[config.mk]
export PLATFORM = sky130hd
export DESIGN_NAME = sad
export DESIGN_NICKNAME = d
export VERILOG_FILES = /design/src/rtl/sad.sv
export SDC_FILE = /design/constraint.sdc
export NUM_CORES = 1
export LEC_CHECK = 0
export BUFFER_PORTS_ARGS = -buffer_cell sky130_fd_sc_hd__buf_4
export CAP_MARGIN = 20
export CORE_MARGIN = 2
export CORE_UTILIZATION = 40
export CTS_CLUSTER_DIAMETER = 200
export DETAILED_ROUTE_END_ITERATION = 12
export GPL_TIMING_DRIVEN = 0
export PLACE_DENSITY = 0.62
export SLEW_MARGIN = 20
export SYNTH_ARGS = -nofsm -noshare
export SYNTH_HDL_FRONTEND = slang
export SYNTH_SLANG_ARGS = --single-unit
export TNS_END_PERCENT = 100
[constraint.sdc]
create_clock -name clk -period 11.6 [get_ports clk]
set_input_delay 2.32 -clock clk [delete_from_list [all_inputs] [get_ports clk]]
set_output_delay 2.32 -clock clk [all_outputs]
set_load 0.05 [all_outputs]
[src/rtl/sad.sv]
// Sum of absolute differences over a fixed 256-pair frame.
// The frame starts on enb_i in IDLE and publishes the result on dt_o at LOAD.
module sad (
  input  logic        clk,
  input  logic        rstn_i,
  input  logic        enb_i,
  input  logic [7:0]  dta_i,
  input  logic [7:0]  dtb_i,
  output logic        busy_o,
  output logic [31:0] dt_o
);

  typedef enum logic [2:0] {
    S_IDLE  = 3'd0,
    S_INIT  = 3'd1,
    S_CHECK = 3'd2,
    S_ACC   = 3'd3,
    S_LOAD  = 3'd4
  } state_t;

  state_t      state_q;
  logic [31:0] sum_q;
  logic [8:0]  i_q;
  logic [31:0] dt_q;

  logic [8:0]  a_ext;
  logic [8:0]  b_ext;
  logic [8:0]  absdiff;
  logic [31:0] sum_d;

  // Larger minus smaller at 9 bits, so the difference never wraps.
  always_comb begin
    a_ext   = {1'b0, dta_i};
    b_ext   = {1'b0, dtb_i};
    absdiff = (a_ext >= b_ext) ? (a_ext - b_ext) : (b_ext - a_ext);
    sum_d   = sum_q + {23'd0, absdiff};
  end

  always_ff @(posedge clk) begin
    if (rstn_i) begin
      state_q <= S_IDLE;
      sum_q   <= 32'd0;
      i_q     <= 9'd0;
      dt_q    <= 32'd0;
    end else begin
      case (state_q)
        S_IDLE: begin
          if (enb_i) state_q <= S_INIT;
        end
        S_INIT: begin
          sum_q   <= 32'd0;
          i_q     <= 9'd0;
          state_q <= S_CHECK;
        end
        S_CHECK: begin
          // i_q reaches 256 exactly when bit 8 sets.
          if (i_q[8]) state_q <= S_LOAD;
          else        state_q <= S_ACC;
        end
        S_ACC: begin
          sum_q   <= sum_d;
          i_q     <= i_q + 9'd1;
          state_q <= S_CHECK;
        end
        S_LOAD: begin
          dt_q    <= sum_q;
          state_q <= S_IDLE;
        end
        default: state_q <= S_IDLE;
      endcase
    end
  end

  assign busy_o = (state_q != S_IDLE);
  assign dt_o   = dt_q;

endmodule

---- Word-level counts from Yosys, hierarchy flattened ----
Cells that the tools add are included.
storage, ports and cells
  output and inout port bits .............. 33
  word-level logic and storage cells ...... 24
  input bits .............................. 19
  register bits ........................... 76
operators by class
  equal/unequal tests ..................... 5
  reduce and logical (&&, ||, !) cells .... 4
  $add $sub $neg .......................... 4
  order comparisons ....................... 1
  mux-type cells .......................... 6
operators with widths
  kind                                                                    number
  32-bit case mux with 2 select lines                                     1
  32-bit by 9-bit adder with 32-bit output                                1
  9-bit case mux with 2 select lines                                      1
  8-bit by 8-bit subtractor with 9-bit output                             2
  9-bit by 1-bit adder with 9-bit output (second input constant)          1
  9-bit two-way mux                                                       1
  3-bit case mux with 3 select lines                                      1
  8-bit greater-or-equal comparator                                       1
  3-bit by 2-bit equality test with 1-bit output (second input constant)  2
  3-bit two-way mux                                                       2
  3-bit by 1-bit equality test with 1-bit output (second input constant)  1
  3-bit equality test (second input constant)                             1
  3-bit zero test                                                         1
  3-bit nonzero test                                                      1
  2-bit != test (second input constant)                                   1
  2-bit nonzero test                                                      1
  2-bit OR reduction                                                      1

---- Logic depth before layout (Yosys ltp) ----
  word-level depth ........................ 4
  depth in mapped cells ................... 18
  depth with buffers taken out ............ 17

---- Least setup slack after synthesis ----
No wires, ideal clock.
  kind .................................... input to register
  from .................................... in dta_i[6]
  to ...................................... reg sum_q[31]
  required time ........................... 11.528 ns
  data arrival time ....................... 5.562 ns
  buffers on the path ..................... 2
  stages .................................. 15
  path slack .............................. 5.966 ns
  setup time .............................. 0.072 ns
  cell sequence ........................... inv_1 -> ha_1 -> clkbuf_1 -> and4_1 -> and2_1 -> a211oi_4 -> mux2_1 -> ha_1 -> a21oi_1 -> nand4b_1 -> a21oi_1 -> clkbuf_1 -> o211ai_1 -> or3_1 -> a21oi_1
between the ends
  cells in the longest elaborated chain, start to end .. 4
  elaborated cells between the ends (all ways) .. 6
  those cells by class .................... add/sub: 3; order compare: 1; mux: 2
RTL lines
  what                                                                                                     RTL line  RTL
  from (decl)                                                                                              7         input logic [7:0] dta_i,
  8-bit by 8-bit subtractor with 9-bit output / 8-bit greater-or-equal comparator (equally long branches)  35        absdiff = (a_ext >= b_ext) ? (a_ext - b_ext) : (b_ext - a_ext);
  9-bit two-way mux *                                                                                      35
  32-bit by 9-bit adder with 32-bit output *                                                               36        sum_d = sum_q + {23'd0, absdiff};
  32-bit case mux with 2 select lines *                                                                    46        case (state_q)
  to (signal assigned)                                                                                     61        sum_q <= sum_d;
  to (decl)                                                                                                22        logic [31:0] sum_q;
Every way passes the cells marked *; elsewhere a longest branch is shown, timed or not.
A chain may end at the register's enable or synchronous reset.

---- Worst setup path after layout ----
Ends and elaborated chain as after synthesis.

==> results by group <==
Outcome
  – Status: completed

Clocking
  – Worst skew pair latency: ~0.35 ns
  – H-tree Lvls: 3
  – Reg clk slew, reported paths: 0.08 ns
  – # hold bufs at CTS: 0
  – CTS resizes: 0
  – Clock sink count: 76
  – TritonCTS clock tree: built
  – Setup Fix Bufs, Post-CTS: 0
  – Total CTS buffers: 9
  – Deepest clock path buffer count: 2
  – CTS root buffer: clkbuf_8

Routing
  – WL per Instance: 13.6 µm
  – Drt via density: 5.20
  – Drt initial violations: 166
  – TritonRoute pass-1 iters: 5
  – Routed wire length: 10.0 mm
  – # DRC: 0
  – DRT antenna net count: 0
  – Vias: around 3,800

Cells and area
  – N_diodes: 0
  – Final std cells w/o fill: 738
  – FF/Latch Area: 1520 µm²
  – Final instance area: 4960 µm²
  – Area delta synth->final: 17.8%
  – Post-layout util: 48.3%
  – Share of cells above drive strength 1: 11.5%
  – Multi-input gate area: roughly 2500 µm²
  – Layout fillers: 1,019
  – Nets: 649

Yosys
  – Area contributors post-synth: dfxtp_1 36%, nand2_1 9.3%, ha_1 8.6%
  – Cells after Synth: around 540
  – Top-count cell post-synth: nand2_1
  – Syn Area/Cell: 7.85 µm²
  – Mapped Area: 4210 µm²
  – Post-synthesis sequential area ratio: 36.1%
  – Asr flop ratio synth: 0%
  – Post-synth EDFFs: 0
  – Yosys top cell area share: between 30% and 40%
  – Synth cell count leaders: 104 x nand2_1, 76 x dfxtp_1, 64 x a21oi_1, 38 x nor2_1, 29 x ha_1
  – Top FF cell, synth: dfxtp_1
  – Post-Syn Nets: 588
  – #FFs+latches synth: 76
  – Cell taking the most area after synthesis: dfxtp_1
  – Synth cell types: 50
  – Ys Warns: 0

GRT
  – Vias in the first global route: 3,700
  – Total grt overflow: 0
  – Largest net degree at the start of global routing: 13
  – Antenna violations before repair: 0
  – First-pass GRT wire length: 17.0 mm
  – Total GRT Usage: 18.3%

STA
  – Setup violations, final: 0
  – Period utilisation layout: 51.4%
  – Clock skew: 0.00832 ns
  – Setup TNS: 0 ns
  – Max-slew violations: 0
  – Final hold violations: 0
  – WHS: 0.454 ns
  – Fmax: between 150 and 200 MHz
  – Worst Tran Pin Value: 0.829 ns
  – Final min period: between 5 and 6 ns
  – RSZ-0062 raised after global routing: no
  – Worst setup margin: about 5.6 ns
  – Slew headroom: 44.4%

Die
  – Die height: 107 µm
  – Die X: 107 µm
  – Die ar.: 11,400 µm²
  – Initial core utilization: between 40% and 50%
  – Row count: 37
  – Core area: 10,300 µm²
  – IO Pins: 52

Setup path
  – Startpoint types: input port
  – Critical path peak fanout: 10
  – Crit Path Category: in2reg
  – CP max stage delay: approximately 0.48 ns
  – Buf/Inv on CP: 4
  – CP dominant cell by count: a21oi_1
  – CP max stage cell: a211oi_4
  – Crit path DAT: 6.25 ns
  – Critical path, cell by cell: buf_4, inv_1, ha_1, clkbuf_1, and4_1, and2_1, a211oi_4, mux2_1, ha_1, a21oi_1, nand4b_1, a21oi_1, clkbuf_1, o211ai_1, or3_1, a21oi_1
  – Critical Path Sink Type: flip-flop
  – Critical path required time: ~12 ns
  – Top delay family on crit path: compound AO/OA/AOI/OAI gates

Placement
  – Final Wtd Congestion: 0.846
  – Number of buffers added on ports: 50
  – Dpl cells: 723
  – Hpwl dp: 7.61 mm
  – Placed cell areas: 4760 µm²
  – Setup WS pre-CTS: around 5.3 ns

Job
  – Max Cap Viol: 0

Worst hold path
  – Worst hold-check path type: reg2reg

Power
  – Power, Total: 0.577 mW
  – Leak pwr: 2.01 nW
  – VDD IR-drop max: between 50 and 60 µV
  – Power Density: 116 nW/µm²
[area by class of cell]
class,instances,area share (%)
multi-input cells,411,50.3
clock buffers,10,2.57
flip-flops and latches,76,30.7
well taps,136,3.43
inverters,24,1.81
plain buffers,26,2.14
clock inverters,5,1.56
repair buffers,50,7.56
[power breakdown]
group,internal (mW),leakage (nW),total (mW),switching (mW)
Sequential,0.263,0.613,0.265,0.00254
Clock,0.119,0.102,0.212,0.0932
Combinational,0.0383,1.30,0.0993,0.0610
[layout by cell type (no fill, tap or decap), drive strengths merged, types with 5 or more instances in the layout]
cell,n
xnor2,7
a21oi,64
mux2i,6
and3,5
inv,24
xor2,17
nand2b,9
clkbuf,33
nand2,104
o211ai,5
nor4,5
nor2b,5
a21o,8
o21ai,20
dfxtp,76
nand3,22
nor3,8
ha,29
nor2,38
or3,7
nand4,11
buf,53
o2111ai,5
[worst paths after layout]
check           start         to  slack [ns]  depth (start not counted)
min reg2reg  dt_o[20]   dt_o[20]        0.45                          2
max reg2reg  sum_q[1]  sum_q[31]        9.19                          8
min          dt_o[20]   dt_o[20]        0.45                          2
max          dta_i[6]  sum_q[31]        5.63                         16
[layer usage]
layer  share of wire [%]  vias to the layer above  global-route usage [%]
met5                   0                        -                       0
met4                 1.5                        0                    6.68
met3                 3.3                       11                    2.80
li1                    -                     1984                       -
met1                  45                     1774                    22.5
met2                  50                       70                    32.5
[cells by family (layout without fill, tap and decap cells)]
kind of cell | count (synthesis) | count (layout) | share of synthesized area, %
buf+inv | 50 | 115 | 4.66
flops | 76 | 76 | 36.1
compound gates | 122 | 122 | 17.6
fa+ha+maj | 32 | 32 | 10.0
xor+xnor | 24 | 24 | 4.99
simple gates | 226 | 226 | 24.9
mux | 7 | 7 | 1.69
[worst min-delay path, delay by kind of cell, from the launching register on]
family,cells,cell delay (ns)
AOI/OAI and AO/OA,1,0.05
DFF,1,0.31
and+or+nand+nor,1,0.05
[state kept, by name, indices dropped and copies added, names as in the netlist]
name     flops
dt_o        32
sum_q       32
i_q          9
state_q      3
Note: power is estimated with default switching activity, not from simulation.
